--- src/rtl/beat_counter_pkg.sv ---
// rtl/beat_counter_pkg.sv - shared constants for the beat counter tempo path
package beat_counter_pkg;

    localparam int              BCD_W       = 4;
    localparam logic [BCD_W-1:0] BCD_MAX    = 4'd9;
    localparam int              DIV_DEFAULT = 50000;

endpackage

--- src/rtl/bcd_digit.sv ---
// rtl/bcd_digit.sv - single BCD digit with enable, synchronous clear and carry-out on 9->0
module bcd_digit
    import beat_counter_pkg::*;
(
    input  logic             clk,
    input  logic             rst_n,
    input  logic             en_i,
    input  logic             sclr_i,
    output logic [BCD_W-1:0] q_o,
    output logic             co_o
);

    logic [BCD_W-1:0] digit_q, digit_d;

    // >= rather than == so a corrupted digit still returns to 0 instead of walking through A-F
    always_comb begin
        digit_d = digit_q;
        co_o    = 1'b0;
        if (sclr_i) begin
            digit_d = '0;
        end else if (en_i) begin
            if (digit_q >= BCD_MAX) begin
                digit_d = '0;
                co_o    = 1'b1;
            end else begin
                digit_d = digit_q + 1'b1;
            end
        end
    end

    always_ff @(posedge clk or negedge rst_n) begin
        if (!rst_n) begin
            digit_q <= '0;
        end else begin
            digit_q <= digit_d;
        end
    end

    assign q_o = digit_q;

endmodule

--- src/rtl/beat_counter.sv ---
// rtl/beat_counter.sv - prescaled three-digit BCD tick counter with two-digit measure counter
module beat_counter
    import beat_counter_pkg::*;
#(
    parameter int DIV = DIV_DEFAULT
) (
    input  logic             clk,
    input  logic             rst_n,
    input  logic             run,
    input  logic             clr,
    output logic [BCD_W-1:0] cnt2,
    output logic [BCD_W-1:0] cnt1,
    output logic [BCD_W-1:0] cnt0,
    output logic [BCD_W-1:0] meas1,
    output logic [BCD_W-1:0] meas0,
    output logic             tick,
    output logic             bar
);

    localparam int              PW         = $clog2(DIV);
    localparam logic [PW-1:0]   PRESC_LAST = PW'(DIV - 1);

    logic [PW-1:0] presc_q, presc_d;
    logic          tick_q, tick_d;
    logic          bar_q, bar_d;
    logic          cnt_inc, cnt_sclr;
    logic          co0, co1, cnt_wrap_unused;
    logic          mco0, meas_wrap_unused;

    // clr only matters on a tick; run low overrides everything and also kills bar
    always_comb begin
        presc_d  = '0;
        tick_d   = 1'b0;
        if (run) begin
            presc_d = (presc_q == PRESC_LAST) ? '0 : presc_q + 1'b1;
            tick_d  = (presc_q == PRESC_LAST);
        end
        cnt_sclr = !run || (tick_q && clr);
        cnt_inc  = run && tick_q && !clr;
        bar_d    = run && tick_q && clr;
    end

    always_ff @(posedge clk or negedge rst_n) begin
        if (!rst_n) begin
            presc_q <= '0;
            tick_q  <= 1'b0;
            bar_q   <= 1'b0;
        end else begin
            presc_q <= presc_d;
            tick_q  <= tick_d;
            bar_q   <= bar_d;
        end
    end

    bcd_digit u_cnt0 (
        .clk    (clk),
        .rst_n  (rst_n),
        .en_i   (cnt_inc),
        .sclr_i (cnt_sclr),
        .q_o    (cnt0),
        .co_o   (co0)
    );

    bcd_digit u_cnt1 (
        .clk    (clk),
        .rst_n  (rst_n),
        .en_i   (co0),
        .sclr_i (cnt_sclr),
        .q_o    (cnt1),
        .co_o   (co1)
    );

    bcd_digit u_cnt2 (
        .clk    (clk),
        .rst_n  (rst_n),
        .en_i   (co1),
        .sclr_i (cnt_sclr),
        .q_o    (cnt2),
        .co_o   (cnt_wrap_unused)
    );

    // measure digits step on the same edge that raises bar
    bcd_digit u_meas0 (
        .clk    (clk),
        .rst_n  (rst_n),
        .en_i   (bar_d),
        .sclr_i (1'b0),
        .q_o    (meas0),
        .co_o   (mco0)
    );

    bcd_digit u_meas1 (
        .clk    (clk),
        .rst_n  (rst_n),
        .en_i   (mco0),
        .sclr_i (1'b0),
        .q_o    (meas1),
        .co_o   (meas_wrap_unused)
    );

    assign tick = tick_q;
    assign bar  = bar_q;

endmodule
--- config.mk ---
export PLATFORM = sky130hd
export DESIGN_NAME = beat_counter
export DESIGN_NICKNAME = d
export VERILOG_FILES = /design/src/rtl/beat_counter_pkg.sv /design/src/rtl/bcd_digit.sv /design/src/rtl/beat_counter.sv
export SDC_FILE = /design/constraint.sdc
export NUM_CORES = 1
export LEC_CHECK = 0
export ABC_AREA = 0
export BUFFER_PORTS_ARGS = -buffer_cell sky130_fd_sc_hd__buf_2
export CORE_UTILIZATION = 33
export DETAILED_ROUTE_END_ITERATION = 10
export PLACE_DENSITY = 0.6
export SETUP_SLACK_MARGIN = 0.5
export SLEW_MARGIN = 40
export SYNTH_ARGS = -nofsm -noshare
export SYNTH_HDL_FRONTEND = slang
export SYNTH_HIERARCHICAL = 1
export SYNTH_SLANG_ARGS = --single-unit
--- constraint.sdc ---
create_clock -name clk -period 2.3 [get_ports clk]
set_input_delay 0.115 -clock clk [delete_from_list [all_inputs] [get_ports clk]]
set_output_delay 0.115 -clock clk [all_outputs]
set_load 0.01 [all_outputs]
==> summary.md, run 1 <==
The placed instances occupy a cell area of 2510 um2. The clock root buffer was sky130_fd_sc_hd__clkbuf_8. Number of slew-limit violations in the final report: 0. The tools report the via count of the first global-routing pass as 1,498. Setup violations remaining at the end of the flow were counted as 0. The overall power after layout came out at 1200 uW. The detailed router's first-iteration violation count is 107, and the final routed wirelength across all metal layers is 4160 um. The run finished, with violations left.

At the worst endpoint, the required time is 2.52 ns. The tools report the maximum number of pins on one net before global-route repair as 39. The final worst clock skew is 0.00899 ns. Clock-pin slew was measured on the worst setup and hold paths at 0.07 ns. The number of warnings issued by yosys was 6; the mean number of vias per cell was 4.76. Global routing used 12.5% of the available tracks.

STA classifies the critical path startpoint as a flip-flop. The H-tree was split into 2 levels. The hold violation count in the final report is 0. Dividing the final minimum period by the clock period gives 74.2%. The repair_antennas step left the layout with diodes totalling 0. The most critical setup path has its startpoint at u_cnt1/q_o[0].

Counting I/O delays and the setup requirement, the final critical path takes 1.71 ns. In this run the vertical extent of the chip is 84.4 um. The count of nets left with antenna violations after detail routing is 0.

The floorplan step defined a die boundary enclosing 7120 um2. The logs give 0 for the max-capacitance violation count and 2790 um for the sum of net half-perimeters after detailed placement. The fraction of layout cells with a size suffix above 1 was 28.5%.

The logs give 5 for the clock buffer count from CTS and 0.222 mV for the maximum vdd drop. The run gives 6970 um as the global-route wire length before repair. The startpoint identified for the worst register-to-register timing path is u_cnt1/q_o[0]. The run gives 6460 um2 as the area inside the core boundary. The total number of vias came out at 1,636.

On the final layout, the worst hold slack is 0.123 ns. The net count of the finished layout is 286. The first TritonRoute pass finished after 7 iterations.

Later-pin clock latency in the skew report: 0.30 ns. The startpoint identified for the worst hold timing path is run. Of all nets on the critical path, the largest fanout is 8. The critical path endpoint category is a flip-flop. The number of placed I/O pins was 26; the die span in x was 84.4 um. The checks that failed: design-rule violations. In this run the mean area of a mapped cell was 10.4 um2.

The tools report the setup TNS as 0 ns. The layout overhead on the synthesized area was 20.3%; the row count was 29. Dividing total power by cell area gives a power density of 445 nW/um2. The path class of the tightest hold or removal check is primary input to flip-flop. After detailed routing, the number of remaining DRC violations is 6.

Routability-driven placement finished with a final weighted congestion of 0.772. For the number of antenna violations at the first check in global routing, the log shows 0. The highest clock frequency the design can meet is 586 MHz.

The run gives 1.93 ns as the critical path data arrival time. Setup slack on the worst reg-to-reg path comes out at 0.59 ns. The synthesized netlist cell count was 216; the mean routed wirelength per cell was 12.1 um. Summing every instance area after synthesis gives 2240 um2. The starting density of the core is 34.7%.

In this run the static leakage power is 0.00120 uW. Setup repair after global routing left no endpoint under its margin. Number of I/O port buffers: 25. TritonCTS built the clock tree. Type of the worst setup path: flip-flop to flip-flop. The finished cells cover 2690 um2. The largest buffer count on any clock path was 2; the residual overflow from global routing was 0. The tools report the clock sink total as 38.
## worst max-delay path: stages (launching register included)
cell,delay [ns]
sky130_fd_sc_hd__dfrtp_1,0.46
sky130_fd_sc_hd__inv_1,0.07
sky130_fd_sc_hd__ha_1,0.21
sky130_fd_sc_hd__a21boi_2,0.24
sky130_fd_sc_hd__and3b_2,0.31
sky130_fd_sc_hd__and2b_1,0.15
sky130_fd_sc_hd__a21oi_2,0.05
sky130_fd_sc_hd__a211oi_2,0.13
## registers in the layout, summed over array words and instances, names as in the netlist
register / cells
presc_q: 16
u_cnt0/q_o: 4
u_cnt1/q_o: 4
u_cnt2/q_o: 4
u_meas0/q_o: 4
u_meas1/q_o: 4
bar: 1
tick: 1
## power breakdown
group | total, uW | internal, uW | switching [uW]
logic | 43.3 | 12.2 | 31.1
registers | 677 | 672 | 4.83
clock network | 480 | 242 | 238
## routing by layer
| metal | vias to the layer above | share of wire (%) | GRT usage [%] |
|---|---|---|---|
| li1 | 840 | - | - |
| met1 | 768 | 49 | 15.8 |
| met2 | 20 | 46 | 19.7 |
| met3 | 8 | 2.9 | 3.05 |
| met4 | 0 | 2.3 | 6.93 |
| met5 | - | 0 | 0 |
## per-stage QoR
step	worst slack [ns]	util (%)	instances
2_1_floorplan	0.445	-	228
3_5_place_dp	0.400	38.8	326
5_1_grt	0.477	41.7	344
4_1_cts	0.516	40.6	336
6_report	0.594	41.7	344
3_3_place_gp	0.467	38.8	326
## layout by cell type (no fill, tap or decap), types with 2 or more instances in the layout
master                     instances
sky130_fd_sc_hd__nand3b_1          5
sky130_fd_sc_hd__nand2_1           9
sky130_fd_sc_hd__a21boi_2          5
sky130_fd_sc_hd__nor3_1            4
sky130_fd_sc_hd__nor2_2            2
sky130_fd_sc_hd__nand4_1           2
sky130_fd_sc_hd__clkbuf_8          6
sky130_fd_sc_hd__a211oi_1          5
sky130_fd_sc_hd__a41oi_1           5
sky130_fd_sc_hd__a21boi_1          4
sky130_fd_sc_hd__xor2_1            2
sky130_fd_sc_hd__nor4_2            4
sky130_fd_sc_hd__a211oi_2          5
sky130_fd_sc_hd__ha_1             14
sky130_fd_sc_hd__xnor2_1          12
sky130_fd_sc_hd__and3_1            3
sky130_fd_sc_hd__inv_1            11
sky130_fd_sc_hd__and3b_2           2
sky130_fd_sc_hd__o22ai_1           5
sky130_fd_sc_hd__a21oi_1           4
sky130_fd_sc_hd__dfrtp_2           2
sky130_fd_sc_hd__dfrtp_1          36
sky130_fd_sc_hd__buf_4            12
sky130_fd_sc_hd__buf_2            24
sky130_fd_sc_hd__nor2_1           27
sky130_fd_sc_hd__o32ai_1           5
sky130_fd_sc_hd__and2b_1           5
sky130_fd_sc_hd__nand3_1           5
sky130_fd_sc_hd__nand2b_1         10
sky130_fd_sc_hd__conb_1           13
sky130_fd_sc_hd__inv_2             3
## timing repair
action,4_1_cts,5_1_grt
buffers inserted,1,8
gates resized for setup,3,4
pin swaps,2,2
endpoints found under the hold margin,38,0
endpoints found under the setup margin,5,5
hold buffers,1,0
## layout make-up
type | instances | area (um2)
Clock buffer | 7 | 86.3
Clock inverter | 1 | 5.00
Fill cell | 615 | 3760
Inverter | 14 | 52.6
Multi-Input combinational cell | 170 | 1280
Sequential cell | 38 | 953
Tap cell | 77 | 96.3
Timing Repair Buffer | 37 | 220
## path summary, 6_finish.rpt
check,cells past startpoint,endpoint
min reg2reg,1,presc_q[0]
max,7,u_cnt2/q_o[2]
max in group asynchronous,2,u_cnt0/q_o[0]
min,3,presc_q[2]
min in group asynchronous,2,u_cnt0/q_o[3]
max reg2reg,7,u_cnt2/q_o[2]
No activity file was read; power rests on OpenSTA's default activity.
==> inputs of run 2 (changes only) <==
Settings changed: PLACE_DENSITY 0.6 to 0.62.
Clock period 2.3 ns to 1.5 ns, I/O delays scaled along.
==> summary.md, run 2 (synthesis results as in run 1) <==
The run finished, with violations left. The checks that failed: design-rule violations, negative setup slack. Compared with the post-synthesis result, the final layout area differs by 64.2%. For the later-pin clock latency in the skew report, the log shows 0.29 ns (about the same). The internal reg-to-reg setup slack was -0.17 ns (-0.76 ns); the clock buffer count from CTS was 5 (unchanged). The final layout net count was 330 (+15%); the post-CTS clock slew at the launch and capture registers of the worst setup and hold paths was 0.08 ns (about the same).

The type of the tightest min-delay check is primary input to flip-flop. The worst-case setup slack after placement was -0.127 ns (-0.527 ns). The run gives 3670 um2 (+36%) as the cell area after layout. The number of cells on the worst hold path was 3 (unchanged); the mean routed wirelength per cell was 14.3 um (+18%). The CTS H-tree depth is 2 (unchanged), and the row count is 29 (unchanged).

The total inserted antenna cells came out at 0 (unchanged). The minimum clock period came out at 1.67 ns (-0.0362 ns). The overall power after layout is 1920 uW (+60%), and the logic depth of the worst register-to-register path is 8 (+1). The tools report the setup TNS as -0.587 ns (-0.587 ns). TritonCTS built the clock tree.

Number of slew-limit violations in the final report: 0 (unchanged). Fraction of layout cells with a size suffix above 1: 59.8% (+31 points). The type of the worst setup path was flip-flop to flip-flop. The number of antenna violations at the first check in global routing was 0 (unchanged). The logs give 0 (unchanged) for the max-capacitance violation count and 8890 um (+28%) for the global-route wire length before repair.

The largest buffer count on any clock path came out at 2 (unchanged). For the highest clock frequency the design can meet, the log shows 599 MHz (+2.2%). The maximum vdd drop was 0.240 mV (+8.1%); the final worst setup slack was -0.170 ns (-0.764 ns).

The run gives 0.00615 ns (-0.00284 ns) as the final worst clock skew. The run gives 15.6% (+3.1 points) as the global-route usage over all layers. The tools report the routability congestion estimate from global placement as 0.729 (-5.7%). The die span in x is 84.4 um (unchanged).

The final routed wirelength across all metal layers was 5560 um (+34%); the static leakage was 0.00157 uW (+31%). The count of nets left with antenna violations after detail routing came out at 0 (unchanged). The number of remaining DRC errors is 3 (-3). For the number of placed I/O pins, the log shows 26 (unchanged). The final setup violation count came out at 8 (+8). Setup repair after global routing could not meet its margin everywhere. The hold violation count in the final report was 0 (unchanged); the largest fanout on the critical path was 5 (-3). The critical path data arrival time is 1.84 ns (-0.09 ns), and the ratio of final minimum period to clock period is 111% (+37 points). The number of search-and-repair iterations in the first detailed-routing pass came out at 9 (+2). More flip-flops sit in one register than any other, and that register is presc_q. The mean number of vias per cell was 4.95 (+4.1%); the via count of the first global-routing pass was 1,881 (+26%). The maximum number of pins on one net before global-route repair is 24 (-38%). The detailed router's first-iteration violation count was 111 (+3.7%); the starting density of the core was 34.7% (unchanged).

The tools report the area inside the core boundary as 6460 um2 (unchanged). For the required time of the worst setup path, the log shows 1.67 ns (-0.85 ns). The logs give 3380 um (+21%) for the sum of net half-perimeters after detailed placement and 1,921 (+17%) for the total number of vias.

The die outline area came out at 7120 um2 (unchanged). Leaving out fill and tap cells, the most frequent cell in the layout is sky130_fd_sc_hd__dfrtp_1. STA classifies the critical path endpoint as a flip-flop. Number of I/O port buffers: 25 (unchanged). The minimum hold slack came out at 0.0948 ns (-0.0279 ns). For the clock sink total, the log shows 38 (unchanged).

The tools report the startpoint type of the worst setup path as a flip-flop. The residual overflow from global routing was 0 (unchanged). The power per cell area was 522 nW/um2 (+17%). The root buffer cell chosen for the clock tree is sky130_fd_sc_hd__clkbuf_8. The instance area at placement is 2810 um2 (+12%), and the number of flip-flops under the largest register name is 16 (unchanged).

The overall die height came out at 84.4 um (unchanged). The top cell types in the final layout, fill and taps aside, are sky130_fd_sc_hd__dfrtp_1 (32), sky130_fd_sc_hd__buf_6 (30), sky130_fd_sc_hd__buf_4 (27).
==> run 2: cell count changes in the layout (fill, tap and decap cells not counted), moves of 5 or more <==
cell                     before  now
sky130_fd_sc_hd__buf_4       12   27
sky130_fd_sc_hd__ha_1        14    9
sky130_fd_sc_hd__nor2_1      27   11
sky130_fd_sc_hd__buf_2       24   18
sky130_fd_sc_hd__buf_6        0   30
sky130_fd_sc_hd__nor2_4       0   13
==> run 2: layout make-up <==
cell class,instances,area (um2)
repair buffers,80,711
well taps,77,96.3
fillers,537,2780
clock inverters,1,5.00
clock buffers,7,86.3
flip-flops and latches,38,958
inverters,14,55.1
multi-input cells,171,1760
==> run 2: final timing paths <==
path	startpoint	end
max	u_cnt0/q_o[0]	u_cnt2/q_o[2]
min	run	tick
max reg2reg	u_cnt0/q_o[0]	u_cnt2/q_o[2]
min reg2reg	presc_q[15]	presc_q[15]
max in group asynchronous	rst_n	presc_q[2]
min in group asynchronous	rst_n	presc_q[1]
==> run 2: worst max-delay path, cell delays in order, from the launching register on <==
cell and delay [ns]:
sky130_fd_sc_hd__dfrtp_2 0.45, sky130_fd_sc_hd__ha_4 0.17, sky130_fd_sc_hd__nor2_4 0.07, sky130_fd_sc_hd__a21boi_2 0.05, sky130_fd_sc_hd__and3b_1 0.18, sky130_fd_sc_hd__and3b_2 0.23
sky130_fd_sc_hd__and2b_1 0.18, sky130_fd_sc_hd__a21oi_2 0.16, sky130_fd_sc_hd__a211oi_2 0.05
==> run 2: power by group <==
part	internal, uW	leakage, uW	total, uW	switching [uW]
Clock	371	0.0000482	742	371
Combinational	57.9	0.00100	134	76.3
Sequential	1030	0.000519	1040	11.5
==> run 2: layer usage <==
metal	share of wire (%)	track usage (%)	vias up
li1	-	-	938
met1	43	19.3	938
met2	51	27.0	34
met3	3.1	2.65	11
met4	2.4	6.63	0
met5	0	0	-
==> run 2: through the flow <==
stage | instances | util (%)
finish | 388 | 56.9
global route | 388 | 56.9
CTS | 375 | 51.7
detailed placement | 354 | 43.5
global placement | 354 | 43.5
floorplan | 228 | -
==> run 2: what timing repair did <==
item	in CTS	in global routing
pin swaps	26	21
resized for setup	68	49
hold buffers	1	0
buffers inserted	10	13
cloned	2	0
setup endpoints to repair	47	50
hold endpoints to repair	15	0
==> inputs of run 3 (changes only) <==
--- a/config.mk
+++ b/config.mk
@@ -11,3 +11,3 @@
 export DETAILED_ROUTE_END_ITERATION = 10
-export PLACE_DENSITY = 0.62
+export PLACE_DENSITY = 0.47
 export SETUP_SLACK_MARGIN = 0.5
==> constraint.sdc (replaced) <==
create_clock -name clk -period 1.6 [get_ports clk]
set_input_delay 0.08 -clock clk [delete_from_list [all_inputs] [get_ports clk]]
set_output_delay 0.08 -clock clk [all_outputs]
set_load 0.05 [all_outputs]
==> summary.md, run 3 (synthesis results as in run 1) <==
For the routability congestion estimate from global placement, the log shows 0.743 (+2.0%). The number of placed I/O pins was 26 (unchanged). The run gives 2 (-1) as the number of remaining DRC errors. Number of search-and-repair iterations in the first detailed-routing pass: 7 (-2).

The required time of the worst setup path was 1.82 ns (+0.15 ns). The logs give -0.0616 ns (+0.108 ns) for the final worst setup slack and 0.00695 ns (+0.000800 ns) for the final worst clock skew. The clock root buffer was sky130_fd_sc_hd__clkbuf_8.

The starting density of the core is 34.7% (unchanged), and the row count is 29 (unchanged). The combined buffer and inverter count along the critical path was 1 (+1); the total inserted antenna cells was 0 (unchanged). The maximum vdd drop was 0.397 mV (+65%); the residual overflow from global routing was 0 (unchanged). The final reports fail on design-rule violations, negative setup slack. For the final routed wirelength across all metal layers, the log shows 5280 um (-5.1%). The ratio of final minimum period to clock period came out at 104% (-7.5 points).

For the met1 track demand over resource in global routing, the log shows 20.2% (+0.94 points). The power per cell area is 521 nW/um2 (-0.13%), and the met2 track demand over resource in global routing is 25.1% (-1.9 points). The largest incremental delay on the critical path was 0.43 ns (-0.02 ns). The layer flagged by global routing as most heavily used is met2. Traced cell by cell, the critical path runs through inv_4 -> ha_4 -> nor2_2 -> a21boi_2 -> and3b_1 -> and3b_2 -> and2b_1 -> a21oi_2 -> a211oi_2. For the largest buffer count on any clock path, the log shows 2 (unchanged). For the count of nets left with antenna violations after detail routing, the log shows 0 (unchanged). Leading cell type in the layout, fill and taps excluded: sky130_fd_sc_hd__buf_4. The detailed router's first-iteration violation count was 49 (-56%). The fraction of layout cells with a size suffix above 1 was 59.3% (-0.51 points).

The area inside the core boundary was 6460 um2 (unchanged). The global-route wire length before repair is 8730 um (-1.9%), and the die span in x is 84.4 um (unchanged). The clock buffer count from CTS was 5 (unchanged). The mean number of vias per cell came out at 4.81 (-2.9%). The top cell types in the final layout, fill and taps aside, are sky130_fd_sc_hd__buf_4 (38), sky130_fd_sc_hd__dfrtp_1 (31), sky130_fd_sc_hd__buf_6 (20). Setup repair after global routing could not meet its margin everywhere. Ranked by flip-flop count, first place goes to presc_q. The overall die height is 84.4 um (unchanged), and the clock sink total is 38 (unchanged).

The logs give 1,871 (-2.6%) for the total number of vias and 1.88 ns (+0.04 ns) for the critical path data arrival time. The run gives 0.00156 uW (-0.81%) as the static leakage. The flow ran to the end, but the final reports show violations. The layout overhead on the synthesized area came out at 64.0%. Maximum number of pins on one net before global-route repair: 25 (+4.2%).

The multi-input combinational cell area was 1690 um2 (-4.3%); the post-CTS clock slew at the launch and capture registers of the worst setup and hold paths was 0.08 ns (about the same). The number of flip-flops under the largest register name came out at 16 (unchanged). TritonCTS built the clock tree. The tools report the die outline area as 7120 um2 (unchanged).

Type of the worst setup path: flip-flop to flip-flop. For the highest clock frequency the design can meet, the log shows 602 MHz (+0.51%). Cell family contributing the most delay on the critical path: simple AND/OR/NAND/NOR gates.

The global-route usage over all layers is 15.3% (-0.28 points). The logs give 960 um2 (+0.13%) for the area taken by flip-flops and latches and 0 (unchanged) for the max-capacitance violation count. The startpoint type of the worst setup path is a flip-flop. The tools report the final setup violation count as 4 (-4).

The worst setup path is captured at a flip-flop. The sum of net half-perimeters after detailed placement is 3300 um (-2.3%). The number of antenna violations at the first check in global routing was 0 (unchanged).

The tools report the number of slew-limit violations in the final report as 0 (unchanged). In this run the worst hold path is classified as primary input to flip-flop. The overall power after layout was 1910 uW (-0.23%); the number of I/O port buffers was 25 (unchanged). The logs give 0.29 ns (about the same) for the later-pin clock latency in the skew report and -0.122 ns (+0.00520 ns) for the worst-case setup slack after placement. The largest fanout on the critical path is 7 (+2). The hold violation count in the final report is 0 (unchanged).

Via count of the first global-routing pass: 1,820 (-3.2%). The global routing met3 resource utilization was 3.34% (+0.69 points); the minimum clock period was 1.66 ns (-0.00846 ns). The cell with the largest stage delay on the worst path was sky130_fd_sc_hd__dfrtp_2. The CTS H-tree depth is 2 (unchanged), and the final layout net count is 331 (+0.30%).

The mean routed wirelength per cell came out at 13.6 um (-5.3%). The run gives 546 (+1.7%) as the number of inserted filler cells in the final layout.
run 3: cell types whose count changed in the layout (fill, tap and decap cells not counted), moves of 3 or more:
| cell | change |
|---|---|
| sky130_fd_sc_hd__nand2_1 | -3 |
| sky130_fd_sc_hd__buf_4 | +11 |
| sky130_fd_sc_hd__buf_8 | +8 |
| sky130_fd_sc_hd__nor3_2 | -3 |
| sky130_fd_sc_hd__nand2_2 | +3 |
| sky130_fd_sc_hd__buf_6 | -10 |
| sky130_fd_sc_hd__buf_2 | -8 |
| sky130_fd_sc_hd__nor3_1 | +4 |
run 3: where the power goes:
part | internal (uW) | leakage [uW] | switching (uW)
logic | 48.1 | 0.000980 | 69.6
registers | 965 | 0.000517 | 8.71
clock network | 459 | 0.0000579 | 363
total | 1470 | 0.00156 | 441
run 3: timing repair:
action	4_1_cts	5_1_grt
gates cloned	0	1
pin swaps	20	15
hold buffers	1	0
hold endpoints to repair	14	0
resized for setup	77	56
setup buffers	15	10
endpoints found under the setup margin	49	49
run 3: path summary, 6_finish.rpt:
kind                                startpoint              to  slack, ns  cells past startpoint
worst min-delay path                       run            tick       0.10                      3
max in group asynchronous                rst_n            tick       0.90                      3
min in group asynchronous                rst_n   u_cnt1/q_o[1]       0.23                      2
worst max register to register   u_cnt0/q_o[1]   u_cnt2/q_o[2]      -0.06                      9
worst min register to register  u_meas1/q_o[3]  u_meas1/q_o[3]       0.60                      2
worst max-delay path             u_cnt0/q_o[1]   u_cnt2/q_o[2]      -0.06                      9
run 3: per-layer routing:
layer,routed length [um],part of all wire (%),vias up
li1,-,-,936
met1,2420,46,913
met2,2710,51,17
met3,106,2.0,5
met4,47,0.89,0
met5,0,0,-
run 3: layout make-up:
| type | instances | area share [%] |
|---|---|---|
| Clock buffer | 5 | 1.87 |
| Clock inverter | 3 | 1.09 |
| Inverter | 14 | 1.57 |
| Multi-Input combinational cell | 171 | 46.0 |
| Sequential cell | 38 | 26.1 |
| Tap cell | 77 | 2.62 |
| Timing Repair Buffer | 81 | 20.7 |
run 3: through the flow:
stage	hold WS (ns)	std cells	TNS, ns	area (um2)	utilization [%]
finish	0.102	389	-0.145	3670	56.8
global route	0.0941	389	-0.591	3670	56.8
CTS	0.0909	378	-0.229	3320	51.4
detailed placement	0.0249	354	-0.268	2790	43.2
global placement	0.0282	354	-0.113	2790	43.2
floorplan	-0.216	228	-1.65	2390	-
run 3: worst reg2reg max path: cells and delay by family, from the launching register on:
family | cells | cell delay, ns
buffers and inverters | 1 | 0.08
DFF | 1 | 0.43
and+or+nand+nor | 4 | 0.63
adders and majority gates | 1 | 0.13
AOI/OAI and AO/OA | 3 | 0.32
